==> src/rtl/boot_pkg.sv <==
// Shared types and widths for the boot/run controller.
// Optional checksum logic is enabled by defining BOOT_CKSUM_EN.
package boot_pkg;

    localparam int BOOT_PC_W = 32;
    localparam int CYCLE_W   = 32;

    typedef enum logic [2:0] {
        ST_IDLE,
        ST_LOAD,
        ST_RELEASE,
        ST_RUN,
        ST_DONE,
        ST_ERR
    } boot_state_t;

    // States that accept a new load request.
    function automatic logic can_start(boot_state_t s);
        return (s == ST_IDLE) || (s == ST_DONE) || (s == ST_ERR);
    endfunction

endpackage

==> src/rtl/boot_cycle_ctr.sv <==
// Run-cycle counter with synchronous clear, enable and limit compare.
// hit_o flags the cycle whose increment makes the count equal the limit.
module boot_cycle_ctr
    import boot_pkg::*;
(
    input  logic               clk,
    input  logic               n_rst,
    input  logic               clr_i,
    input  logic               en_i,
    input  logic [CYCLE_W-1:0] limit_i,
    output logic [CYCLE_W-1:0] count_o,
    output logic               hit_o
);

    logic [CYCLE_W-1:0] count_q;
    logic [CYCLE_W-1:0] count_d;
    logic [CYCLE_W-1:0] count_inc;

    assign count_inc = count_q + CYCLE_W'(1);

    // Next count: clear wins over enable.
    always_comb begin
        count_d = count_q;
        if (clr_i) begin
            count_d = '0;
        end else if (en_i) begin
            count_d = count_inc;
        end
    end

    // Count register.
    always_ff @(posedge clk or negedge n_rst) begin
        if (!n_rst) begin
            count_q <= '0;
        end else begin
            count_q <= count_d;
        end
    end

    // A zero limit means run forever, so it never hits.
    assign hit_o   = en_i && (limit_i != '0) && (count_inc == limit_i);
    assign count_o = count_q;

endmodule

==> src/rtl/boot_ctrl.sv <==
// Boot/run controller: streams a program into imem, then runs the core.
// Define BOOT_CKSUM_EN to add the XOR checksum check before release.
module boot_ctrl
    import boot_pkg::*;
#(
    parameter int                   ADDR_W   = 10,
    parameter int                   DATA_W   = 32,
    parameter logic [BOOT_PC_W-1:0] RESET_PC = 32'h0000_0000
) (
    input  logic                 clk,
    input  logic                 n_rst,
    input  logic                 ld_start,
    input  logic [CYCLE_W-1:0]   run_cycles,
    input  logic                 ld_valid,
    input  logic [DATA_W-1:0]    ld_data,
    input  logic                 ld_last,
    output logic                 ld_ready,
    output logic                 imem_we,
    output logic [ADDR_W-1:0]    imem_waddr,
    output logic [DATA_W-1:0]    imem_wdata,
    output logic                 core_n_rst,
    output logic [BOOT_PC_W-1:0] core_pc_init,
    input  logic                 core_halt,
`ifdef BOOT_CKSUM_EN
    input  logic [DATA_W-1:0]    cksum_exp,
    output logic                 cksum_err,
`endif
    output logic                 busy,
    output logic                 done,
    output logic                 load_err,
    output logic [CYCLE_W-1:0]   cycle_count
);

    localparam logic [ADDR_W-1:0] ADDR_MAX = '1;

    boot_state_t        state_q;
    boot_state_t        state_d;
    logic [ADDR_W-1:0]  addr_q;
    logic [ADDR_W-1:0]  addr_d;
    logic               we_q;
    logic [ADDR_W-1:0]  waddr_q;
    logic [DATA_W-1:0]  wdata_q;
    logic [CYCLE_W-1:0] limit_q;
    logic               load_err_q;
    logic               start_ok;
    logic               hs;
    logic               at_max;
    logic               run_en;
    logic               hit;
    logic               cksum_ok;

    assign start_ok = ld_start && can_start(state_q);
    assign hs       = (state_q == ST_LOAD) && ld_valid;
    assign at_max   = (addr_q == ADDR_MAX);
    assign run_en   = (state_q == ST_RUN);

`ifdef BOOT_CKSUM_EN
    logic [DATA_W-1:0] cksum_q;
    logic [DATA_W-1:0] cksum_exp_q;
    logic              cksum_err_q;

    assign cksum_ok = (cksum_q == cksum_exp_q);

    // Running XOR of accepted words and the sticky mismatch flag.
    always_ff @(posedge clk or negedge n_rst) begin
        if (!n_rst) begin
            cksum_q     <= '0;
            cksum_exp_q <= '0;
            cksum_err_q <= 1'b0;
        end else if (start_ok) begin
            cksum_q     <= '0;
            cksum_exp_q <= cksum_exp;
            cksum_err_q <= 1'b0;
        end else begin
            if (hs) begin
                cksum_q <= cksum_q ^ ld_data;
            end
            if ((state_q == ST_RELEASE) && !cksum_ok) begin
                cksum_err_q <= 1'b1;
            end
        end
    end

    assign cksum_err = cksum_err_q;
`else
    assign cksum_ok = 1'b1;
`endif

    // Next state; the address saturates at the top instead of wrapping.
    always_comb begin
        state_d = state_q;
        addr_d  = addr_q;
        if (start_ok) begin
            addr_d = '0;
        end else if (hs && !at_max) begin
            addr_d = addr_q + ADDR_W'(1);
        end
        unique case (state_q)
            ST_IDLE, ST_DONE, ST_ERR: begin
                if (ld_start) begin
                    state_d = ST_LOAD;
                end
            end
            ST_LOAD: begin
                if (hs && ld_last) begin
                    state_d = ST_RELEASE;
                end else if (hs && at_max) begin
                    state_d = ST_ERR;
                end
            end
            ST_RELEASE: begin
                state_d = cksum_ok ? ST_RUN : ST_ERR;
            end
            ST_RUN: begin
                if (core_halt || hit) begin
                    state_d = ST_DONE;
                end
            end
            default: begin
                state_d = ST_IDLE;
            end
        endcase
    end

    // State and load address registers.
    always_ff @(posedge clk or negedge n_rst) begin
        if (!n_rst) begin
            state_q <= ST_IDLE;
            addr_q  <= '0;
        end else begin
            state_q <= state_d;
            addr_q  <= addr_d;
        end
    end

    // Registered imem write port, run limit and overflow flag.
    always_ff @(posedge clk or negedge n_rst) begin
        if (!n_rst) begin
            we_q       <= 1'b0;
            waddr_q    <= '0;
            wdata_q    <= '0;
            limit_q    <= '0;
            load_err_q <= 1'b0;
        end else begin
            we_q <= hs;
            if (hs) begin
                waddr_q <= addr_q;
                wdata_q <= ld_data;
            end
            if (start_ok) begin
                limit_q    <= run_cycles;
                load_err_q <= 1'b0;
            end else if (hs && !ld_last && at_max) begin
                load_err_q <= 1'b1;
            end
        end
    end

    boot_cycle_ctr u_ctr (
        .clk     (clk),
        .n_rst   (n_rst),
        .clr_i   (start_ok),
        .en_i    (run_en),
        .limit_i (limit_q),
        .count_o (cycle_count),
        .hit_o   (hit)
    );

    assign ld_ready     = (state_q == ST_LOAD);
    assign core_n_rst   = run_en;
    assign busy         = (state_q == ST_LOAD) || (state_q == ST_RELEASE)
                       || run_en;
    assign done         = (state_q == ST_DONE);
    assign load_err     = load_err_q;
    assign imem_we      = we_q;
    assign imem_waddr   = waddr_q;
    assign imem_wdata   = wdata_q;
    assign core_pc_init = RESET_PC;

endmodule
==> config.mk <==
export PLATFORM = sky130hd
export DESIGN_NAME = boot_ctrl
export DESIGN_NICKNAME = d
export VERILOG_FILES = /design/src/rtl/boot_pkg.sv /design/src/rtl/boot_cycle_ctr.sv /design/src/rtl/boot_ctrl.sv
export SDC_FILE = /design/constraint.sdc
export NUM_CORES = 1
export LEC_CHECK = 0
export ABC_AREA = 1
export BUFFER_PORTS_ARGS = -buffer_cell sky130_fd_sc_hd__buf_2
export CAP_MARGIN = 20
export CORE_UTILIZATION = 28
export CTS_BUF_LIST = sky130_fd_sc_hd__clkbuf_16
export DETAILED_ROUTE_END_ITERATION = 7
export GPL_ROUTABILITY_DRIVEN = 0
export PLACE_DENSITY_LB_ADDON = 0.08
export SYNTH_ARGS = -nofsm -noshare
export SYNTH_HDL_FRONTEND = slang
export SYNTH_SLANG_ARGS = --single-unit
==> constraint.sdc <==
create_clock -name clk -period 2.7 [get_ports clk]
set_input_delay 0.135 -clock clk [delete_from_list [all_inputs] [get_ports clk]]
set_output_delay 0.135 -clock clk [all_outputs]
set_load 0.03 [all_outputs]
==> impl_metrics.csv, run 1 <==
group,metric,value,unit
grt,grt_use_total,18.4,%
routing,drc,0,
synthesis,ys_warn_count,0,
clock_tree,cts_buffers,17,
worst_hold_path,min_path_cells,3,
sta,max_freq,0.408,GHz
outcome,status,"finished, violations left",
sta,min_period_over_period,90.7,%
routing,initialDrtViolationCount,292,
setup_path,reg2reg_depth,18,
finish,antenna_cells,0,
grt,grt_max_degree,61,
synthesis,ys_types,33,
floorplan,die_h,156,microns
sta,skew,0.0101,ns
synthesis,synth-seq-cells,121,
sta,fin_crit,2.45,ns
synthesis,ys_seq_area_share,45.4,%
grt,grt_pass1_vias,6306,
setup_path,crit_end,"state_q[2]$_DFFE_PN0P_",
routing,routedWlPerCell,14.7,microns
outcome,violations,"negative hold slack",
pwr,power_density,923,mW/mm^2
finish,synthToLayoutAreaGrowth,35.1,%
clock_tree,cts.path.max_buffers,2,
pwr,ir_drop,0.489,mV
floorplan,die_area,0.0244,sq mm
setup_path,critPathLaunchType,"flop",
sta,tightest_slew,0.619,ns
sta,rsz0062_at_grt,"no",
setup_path,cp_num_buf_inv,0,
routing,routed_wl,21.7,mm
setup_path,slowest_stage,"dfrtp_2",
sta,slew_viol_final,0,
routing,drt-vias-per-instance,4.41,
worst_hold_path,hp-start,"run_cycles[10]",
job,maxCapViolCount,0,
floorplan,ios,182,
routing,vias,6523,
place,dp_cells,1384,
pwr,leakage,4.57,nW
floorplan,die_x,156,microns
setup_path,worstPathArrival,2.77,ns
synthesis,synth_top_area_share,45.4,%
synthesis,avgSynthCellArea,7.21,sq um
synthesis,synth.cell_area,0.00667,sq mm
floorplan,row_count,56,
setup_path,r2r_end,"state_q[2]$_DFFE_PN0P_",
worst_hold_path,min_path_type,"input pin to flop",
grt,grt_pass1_wl,33.8,mm
setup_path,cp_max_fo,6,
routing,drt_pass1_iterations,5,
floorplan,initial_core_util,28.5,%
finish,final_cells,1480,
setup_path,crit_start,"u_ctr.count_o[0]$_DFFE_PN0P_",
setup_path,r2r_slack,0.25,ns
sta,hold_ws,-0.0114,ns
setup_path,cp_num_cells,18,
routing,antenna_left,0,
finish,drive_above_1_share,19.7,%
clock_tree,cts_tree,"done",
clock_tree,cts_max_level,4,
floorplan,core_region_area,0.0234,sq mm
sta,finalSetupViolCount,0,
clock_tree,cts_sinks,121,
sta,setup-tns-final,0,ns
setup_path,endpoint_kind,"flop",
sta,finalHoldViolCount,1,
grt,antenna_found_initial,1,
sta,max-slew-margin-rel,58.7,%
grt,grt_overflow,0,
setup_path,critical_path_required,3.02,ns
setup_path,crit_chain,"ha_2 > nand2_2 > nor2_8 > nand2_4 > nor2_4 > nand2_1 > nand2_1 > nand2_1 > nand2_1 > nand2_1 > nor2_2 > nand2_1 > nor2_1 > nand3_1 > nand2_2 > nand2_1 > nand2_1 > nand2_1",
synthesis,postSynthCellCount,925,
clock_tree,cts.clk_slew.worst_paths,0.06,ns
setup_path,crit_type,"flop to flop",
finish,layout.nets,1221,
setup_path,crit_top_cell,"nand2_1",
setup_path,critPathMaxStageDelay,0.41,ns
place,portBuffers,149,
clock_tree,clock_latency,0.44,ns
finish,fillers,2545,
synthesis,yosysTopAreaCell,"dfrtp_1",
synthesis,synth_area_leaders,"dfrtp_1, nand2_1, nand3_1, inv_1, nor2_1",
place,hpwl,15.7,mm
clock_tree,clockRootBuffer,"clkbuf_16",
setup_path,path_delay_family,"simple AND/OR/NAND/NOR gates",
setup_path,worstReg2RegStart,"u_ctr.count_o[0]$_DFFE_PN0P_",
[per-layer routing]
metal	GRT usage, %	part of all wire [%]
met1	23.7	46
met2	30.4	47
met3	5.04	5.1
met4	4.81	1.5
met5	0	0.060
[cell families after synthesis]
logic type / count (synthesis) / synth area share [%]
AOI/OAI and AO/OA: 91 / 7.41
xor gates and xnor gates: 8 / 1.46
adders and majority gates: 2 / 0.375
buffers and inverters: 152 / 10.4
DFF: 121 / 45.4
other: 1 / 0.0562
and+or+nand+nor: 550 / 34.9
[cell usage in the layout, fill, tap and decap left out, types with 2 or more instances in the layout]
cell           instances
clkinv_4               5
inv_1                 95
nor3_2                 2
o22ai_1               22
nand3b_1               2
nor2_2                 5
nand2_1              354
nand4_1                4
dfrtp_2                2
o21ai_1                4
o21ai_0               52
nor3_1                 5
bufinv_16              3
inv_2                  4
xor2_1                 5
xnor3_1                2
conb_1                32
clkbuf_16             17
and2_1                 2
nor2_8                 2
nand2_2                9
buf_2                148
nor2_4                 7
nor2_1                79
inv_6                  5
dfrtp_1              119
nand3_1               76
buf_4                 14
dlygate4sd3_1         64
a21oi_1                9
[cell usage after synthesis]
library cell and number:
dfrtp_1 121, a31oi_1 1, nand2_1 354, buf_4 32
nor3_1 6, o21ai_1 4, nor2_2 5, nand3b_1 2
nand3_2 1, nand2_4 1, nand2_2 9, nor3_2 2
and2_1 2, inv_2 4, xnor2_1 1, nand4_1 4
a21oi_1 9, nor2_1 80, inv_1 95, o21ai_0 52
o22ai_1 22, xor2_1 5, nand3_1 76, o211ai_1 1
buf_1 2, conb_1 1, xnor3_1 2, nor2_8 2
clkbuf_1 19, a22oi_1 1, nor2_4 6, a32o_1 1
ha_1 2
[area by class of cell]
cell class,instances,area [sq um],share of cell area (%)
inverter,99,372,4.12
clock inverter,14,189,2.10
sequential,121,3030,33.6
clock buffer,17,425,4.72
timing repair buffer,227,1510,16.7
multi-input combinational,683,3090,34.3
tap,319,399,4.43
[registers in the layout (all words and copies together), names as in the netlist]
| register | cells |
|---|---|
| imem_we | 1 |
| addr_q | 10 |
| state_q | 3 |
| load_err | 1 |
| imem_waddr | 10 |
| imem_wdata | 32 |
| u_ctr.count_o | 32 |
| limit_q | 32 |
[worst min-delay path, cell delays in order]
cell,delay [ns]
buf_2,0.07
nand2_1,0.08
o21ai_0,0.09
[through the flow]
stage	utilization (%)	cell area, sq um	power (W)	worst slack [ns]
finish	38.5	9010	0.00831	0.250
global route	38.5	9010	0.00891	0.00136
CTS	38.4	8990	0.00843	0.0809
detailed placement	33.0	7730	0.00588	0.103
global placement	33.0	7730	0.00591	0.0314
floorplan	-	6780	0.00484	0.449
[timing repair]
item	in CTS	in global routing
buffers inserted	0	1
resized for setup	0	5
hold buffers	64	0
endpoints found under the setup margin	0	3
hold endpoints to repair	93	0
[worst min-delay path by stage]
stage	to	slack [ns]
3_5_place_dp	limit_q[5]$_DFFE_PN0P_	0.13
3_3_place_gp	limit_q[6]$_DFFE_PN0P_	0.14
2_1_floorplan	addr_q[0]$_DFFE_PN0P_	-0.16
4_1_cts	limit_q[10]$_DFFE_PN0P_	0.0006
5_1_grt	limit_q[10]$_DFFE_PN0P_	0.02
6_report	limit_q[10]$_DFFE_PN0P_	-0.01
[where the power goes]
| part | total (W) | internal, W | switching [W] |
|---|---|---|---|
| sequential | 0.00279 | 0.00236 | 0.000424 |
| clock | 0.00243 | 0.00147 | 0.000955 |
| combinational | 0.00310 | 0.000942 | 0.00216 |
| total | 0.00831 | 0.00478 | 0.00354 |
(Power assumes the default switching activity.)
==> inputs of run 2 (changes only) <==
--- a/config.mk
+++ b/config.mk
@@ -5,7 +5,6 @@
 export SDC_FILE = /design/constraint.sdc
 export NUM_CORES = 1
 export LEC_CHECK = 0
-export ABC_AREA = 1
 export BUFFER_PORTS_ARGS = -buffer_cell sky130_fd_sc_hd__buf_2
 export CAP_MARGIN = 20
 export CORE_UTILIZATION = 28
==> run 2 against run 1 <==
  * The flow now finishes without violations
  * Synthesized cell count fell by 25%
  * Largest cell class unchanged
  * Non-clock buffer count up 98
  * Die area shrank 0.76%
  * Utilization is 3.6 points higher
==> impl_metrics.csv, run 2 <==
group,metric,value,unit
grt,grt_pass1_vias,6249,
pwr,ir_drop,0.548,mV
routing,drt_pass1_iterations,4,
grt,antenna_found_initial,0,
grt,grt_pass1_wl,33.7,mm
finish,final_common_cell,"buf_2",
synthesis,postSynthCellCount,691,
synthesis,synth-seq-cells,121,
synthesis,ys_warn_count,0,
synthesis,avgSynthCellArea,9.58,sq um
setup_path,slowest_stage,"or4_4",
pwr,finalPower,0.00895,W
sta,max_freq,0.372,GHz
synthesis,synth-xor-area-share,7.02,%
synthesis,synth_enable_flop_cells,0,
sta,hold_ws,0.0458,ns
job,maxCapViolCount,0,
synthesis,synth_compound_area_share,9.49,%
synthesis,yosys.area_share.adder,0.530,%
sta,finalSetupViolCount,0,
finish,layout.nets,1067,
floorplan,die_h,156,microns
routing,vias,6045,
sta,min_period_over_period,99.5,%
floorplan,core_region_area,0.0229,sq mm
outcome,status,"finished clean",
synthesis,synthMostInstantiatedCell,"nand2_1",
synthesis,ys_types,63,
floorplan,initial_core_util,28.9,%
synthesis,yosys-top-cells-count,"nand2_1, dfrtp_1, o21ai_0, nor2_1, mux2_2",
routing,drc,0,
floorplan,ios,182,
setup_path,crit_type,"flop to flop",
finish,antenna_cells,0,
sta,tightest_slew,0.833,ns
synthesis,synthSimpleGateAreaFrac,22.5,%
setup_path,critPathMaxStageDelay,0.56,ns
clock_tree,cts.path.max_buffers,2,
clock_tree,cts_tree,"done",
routing,drt-vias-per-instance,4.58,
place,placed_area,0.00823,sq mm
grt,grt_max_degree,55,
place,post-place-ws,-0.173,ns
routing,routedWlPerCell,15.9,microns
sta,fin_crit,2.69,ns
floorplan,die_area,0.0242,sq mm
worst_hold_path,min_path_type,"input pin to flop",
setup_path,crit_top_cell,"buf_6",
clock_tree,cts.clk_slew.worst_paths,0.06,ns
clock_tree,cts_max_level,4,
synthesis,synth_top_family_by_area,"simple AND/OR/NAND/NOR gates",
synthesis,synthMuxAreaShare,7.45,%
setup_path,critPathLaunchType,"flop",
routing,initialDrtViolationCount,197,
finish,final_cell_area,0.00966,sq mm
grt,grt_use_total,18.1,%
finish,synthToLayoutAreaGrowth,46.0,%
clock_tree,cts_buffers,17,
sta,slew_viol_final,0,
routing,antenna_left,0,
synthesis,ys_seq_area_share,45.8,%
synthesis,synth_top_area_share,45.8,%
pwr,power_density,927,mW/mm^2
sta,skew,0.0111,ns
routing,routed_wl,21.0,mm
finish,layout_common_cells,"buf_2, nand2_1, buf_4",
setup_path,critical_path_required,3.01,ns
sta,finalHoldViolCount,0,
sta,setup_ws,0.0128,ns
setup_path,cp_max_fo,6,
sta,rsz0062_at_grt,"yes",
place,portBuffers,149,
clock_tree,clock_latency,0.43,ns
synthesis,synth_ff_type,"dfrtp_1",
synthesis,synth.cell_area,0.00662,sq mm
finish,drive_above_1_share,38.6,%
synthesis,async_flop_share,100,%
synthesis,synth_area_leaders,"dfrtp_1, nand2_1, mux2_2, xnor2_1, o21ai_0",
clock_tree,cts_sinks,121,
setup_path,endpoint_kind,"flop",
place,hpwl,15.1,mm
grt,grt_overflow,0,
floorplan,die_x,156,microns
clock_tree,clockRootBuffer,"clkbuf_16",
setup_path,crit_chain,"nand4_4 > or4_4 > buf_6 > buf_6 > nor3_2 > and3_1 > xnor2_1 > nor3_4 > a31o_1 > a211o_1",
pwr,leakage,4.69,nW
setup_path,worstPathArrival,3.00,ns
floorplan,row_count,55,
synthesis,yosysTopAreaCell,"dfrtp_1",
sta,max-slew-margin-rel,44.5,%
-- run 2: cell types whose count changed in the layout (fill, tap and decap cells not counted), sizes merged, moves of 32 or more --
cell,before,now
nor2,93,46
buf,163,260
mux2,0,42
nand2,364,137
inv,105,17
nand3,77,15
xnor2,1,33
-- run 2: repair_timing --
action | CTS | global route
pin swaps | 6 | 11
setup buffers | 9 | 6
hold buffers | 65 | 0
endpoints found under the setup margin | 3 | 3
endpoints found under the hold margin | 105 | 0
gates resized for setup | 9 | 13
-- run 2: final timing paths --
check,start,end,slack (ns),cells after the start
max,u_ctr.count_o[9]$_DFFE_PN0P_,state_q[2]$_DFFE_PN0P_,0.01,10
min,ld_last,load_err$_DFFE_PN0P_,0.05,4
max reg2reg,u_ctr.count_o[9]$_DFFE_PN0P_,state_q[2]$_DFFE_PN0P_,0.01,10
min reg2reg,imem_wdata[23]$_DFFE_PN0P_,imem_wdata[23]$_DFFE_PN0P_,0.50,1
max in group asynchronous,n_rst,limit_q[27]$_DFFE_PN0P_,1.60,3
min in group asynchronous,n_rst,limit_q[1]$_DFFE_PN0P_,0.30,2
-- run 2: cell type report --
type | count | area (sq um)
Inverter | 7 | 28.8
Multi-Input combinational cell | 523 | 3360
Fill cell | 2307 | 13300
Tap cell | 313 | 392
Sequential cell | 121 | 3050
Timing Repair Buffer | 325 | 2260
Clock inverter | 15 | 153
Clock buffer | 17 | 425
-- run 2: stage by stage --
step | setup TNS (ns) | cells | utilization [%]
floorplan | -0.00370 | 722 | -
global placement | -0.555 | 1209 | 35.9
detailed placement | -0.433 | 1209 | 35.9
CTS | -0.00333 | 1315 | 41.7
global route | -0.234 | 1321 | 42.1
finish | 0 | 1321 | 42.1
-- run 2: layer usage --
layer / track usage (%) / vias to the layer above / share of wire (%)
li1: - / 2959 / -
met3: 3.92 / 25 / 5.2
met5: 0 / - / 0
met4: 5.51 / 0 / 1.4
met1: 24.1 / 2913 / 47
met2: 29.3 / 148 / 47
-- run 2: critical path, delay by kind of cell (launching register included) --
kind | cells | cell delay (ns)
compound gates | 2 | 0.53
xor+xnor | 1 | 0.20
buf+inv | 2 | 0.26
simple gates | 5 | 1.21
flops | 1 | 0.39
-- run 2: power by group --
part           total (W)  switching (W)  internal, W  leakage, nW
clock network    0.00229       0.000991      0.00130        0.284
registers        0.00280       0.000419      0.00238         1.53
logic            0.00386        0.00231      0.00154         2.87
-- run 2: cell families after synthesis --
logic type	after synthesis
flops	121
mux	44
xor+xnor	53
other cells	1
simple gates	288
compound gates	103
fa+ha+maj	3
buf+inv	78
==> inputs of run 3 (changes only) <==
--- a/config.mk
+++ b/config.mk
@@ -5,11 +5,11 @@
 export SDC_FILE = /design/constraint.sdc
 export NUM_CORES = 1
 export LEC_CHECK = 0
-export BUFFER_PORTS_ARGS = -buffer_cell sky130_fd_sc_hd__buf_2
 export CAP_MARGIN = 20
 export CORE_UTILIZATION = 28
-export CTS_BUF_LIST = sky130_fd_sc_hd__clkbuf_16
+export CTS_BUF_LIST = sky130_fd_sc_hd__clkbuf_4 sky130_fd_sc_hd__clkbuf_8
 export DETAILED_ROUTE_END_ITERATION = 7
+export DONT_BUFFER_PORTS = 1
 export GPL_ROUTABILITY_DRIVEN = 0
 export PLACE_DENSITY_LB_ADDON = 0.08
 export SYNTH_ARGS = -nofsm -noshare
==> run 3 against run 2 <==
  * The run now ends with negative hold slack left
  * Clock skew rose by 0.0018 ns
  * Die area unchanged
  * Combinational power down 20%
  * Sequential power is 21% higher
  * Utilization is 2.8 points lower
  * Power decreased by 7.3%
  * First-iteration DRC count up 31%
  * Non-clock buffer count down 132
  * Hold slack got worse by 0.68 ns
  * Clock-buffer cell count is 1 higher
  * Clock power shrank 21%
  * Fmax down 0.14%
  * Critical path type unchanged
  * Highest routed layer unchanged
==> impl_metrics.csv, run 3 (synthesized netlist as in run 2, its figures left out) <==
group,metric,value,unit
grt,grt_pass1_vias,5714,
pwr,power_density,920,mW/mm^2
setup_path,r2r_end,"state_q[1]$_DFFE_PN0P_",
finish,final_cell_area,0.00902,sq mm
sta,rsz0062_at_grt,"yes",
floorplan,die_x,156,microns
place,post-place-ws,-0.397,ns
routing,antenna_left,0,
worst_hold_path,min_path_type,"input pin to async pin",
place,portBuffers,0,
clock_tree,cts.path.max_buffers,2,
sta,slew_viol_final,0,
finish,fillers,2297,
grt,antenna_found_initial,1,
sta,finalSetupViolCount,0,
floorplan,initial_core_util,28.9,%
floorplan,die_area,0.0242,sq mm
sta,setup-tns-final,0,ns
routing,routedWlPerCell,17.5,microns
place,hpwl,14.5,mm
clock_tree,cts_sinks,121,
grt,grt_max_degree,122,
finish,layout_common_cells,"nand2_1, buf_4, dfrtp_1",
routing,vias,5644,
pwr,ir_drop,0.482,mV
floorplan,core_region_area,0.0229,sq mm
finish,layout.nets,936,
sta,min_period_over_period,99.7,%
setup_path,r2r_slack,0.009,ns
routing,initialDrtViolationCount,259,
floorplan,die_h,156,microns
clock_tree,cts_buffers,17,
setup_path,endpoint_kind,"flop",
finish,final_common_cell,"nand2_1",
job,maxCapViolCount,0,
sta,tightest_slew,0.909,ns
routing,drc,0,
place,placed_area,0.00756,sq mm
setup_path,crit_type,"flop to flop",
routing,drt_pass1_iterations,6,
setup_path,worstPathArrival,3.00,ns
floorplan,ios,182,
routing,drt-vias-per-instance,4.74,
finish,synthToLayoutAreaGrowth,36.3,%
sta,finalHoldViolCount,121,
grt,grt_use_total,17.7,%
routing,routed_wl,20.8,mm
grt,grt_pass1_wl,32.6,mm
clock_tree,clock_latency,0.45,ns
sta,hold_ws,-0.631,ns
clock_tree,hold_buffers,68,
finish,drive_above_1_share,30.3,%
pwr,leakage,4.11,nW
sta,fin_crit,2.69,ns
clock_tree,cts_max_level,4,
sta,max-slew-margin-rel,39.4,%
sta,max_freq,0.372,GHz
setup_path,critPathLaunchType,"flop",
setup_path,cp_max_fo,5,
sta,setup_ws,0.00895,ns
grt,grt_overflow,0,
floorplan,row_count,55,
outcome,violations,"negative hold slack",
clock_tree,cts.clk_slew.worst_paths,0.09,ns
setup_path,reg2reg_depth,9,
clock_tree,clockRootBuffer,"clkbuf_8",
sta,skew,0.0130,ns
setup_path,critical_path_required,3.01,ns
outcome,status,"finished, violations left",
finish,final_util,39.4,%
setup_path,worstReg2RegStart,"u_ctr.count_o[3]$_DFFE_PN0P_",
clock_tree,cts_tree,"done",
-- run 3: where the power goes --
group | switching [W] | internal (W) | total (W)
clock network | 0.000862 | 0.000961 | 0.00182
logic | 0.00167 | 0.00141 | 0.00309
registers | 0.00102 | 0.00237 | 0.00339
total | 0.00355 | 0.00474 | 0.00830
-- run 3: cell type report --
type,instances,area (sq um),area share [%]
Antenna cell,1,2.50,0.0277
Clock buffer,18,248,2.75
Clock inverter,14,188,2.08
Inverter,7,27.5,0.305
Multi-Input combinational cell,524,3470,38.4
Sequential cell,121,3050,33.8
Tap cell,313,392,4.34
Timing Repair Buffer,193,1650,18.3
-- run 3: timing repair --
| item | CTS | global route |
|---|---|---|
| pin swaps | 11 | 14 |
| gates resized for setup | 21 | 22 |
| endpoints found under the hold margin | 189 | 121 |
| setup endpoints to repair | 3 | 3 |
| setup buffers | 13 | 5 |
| gates cloned | 1 | 0 |
-- run 3: critical path: stages, from the launching register on --
cell	delay, ns
dfrtp_2	0.42
nand4_4	0.13
or4_4	0.60
buf_6	0.16
or4_4	0.47
a21oi_2	0.15
nor2_2	0.06
a211oi_2	0.26
a31o_1	0.22
a311oi_1	0.10
-- run 3: how the worst max path moves through the flow --
stage                        endpoint  depth (start not counted)                    startpoint
5_1_grt        state_q[1]$_DFFE_PN0P_                          9  u_ctr.count_o[2]$_DFFE_PN0P_
3_3_place_gp   state_q[1]$_DFFE_PN0P_                         13  u_ctr.count_o[0]$_DFFE_PN0P_
6_report       state_q[1]$_DFFE_PN0P_                          9  u_ctr.count_o[3]$_DFFE_PN0P_
3_5_place_dp   state_q[1]$_DFFE_PN0P_                         13  u_ctr.count_o[0]$_DFFE_PN0P_
2_1_floorplan  state_q[1]$_DFFE_PN0P_                          9  u_ctr.count_o[0]$_DFFE_PN0P_
4_1_cts        state_q[1]$_DFFE_PN0P_                          9  u_ctr.count_o[3]$_DFFE_PN0P_
-- run 3: layer usage --
| metal | vias to the layer above | part of all wire (%) | track usage [%] |
|---|---|---|---|
| met3 | 9 | 6.5 | 5.36 |
| li1 | 2696 | - | - |
| met1 | 2773 | 45 | 22.9 |
| met5 | - | 0 | 0 |
| met2 | 166 | 48 | 29.1 |
| met4 | 0 | 0.56 | 3.59 |
-- run 3: per-stage QoR --
step / power [W] / cells
6_report: 0.00830 / 1191
3_3_place_gp: 0.00628 / 1072
2_1_floorplan: 0.00526 / 722
5_1_grt: 0.00884 / 1190
4_1_cts: 0.00831 / 1186
3_5_place_dp: 0.00632 / 1072
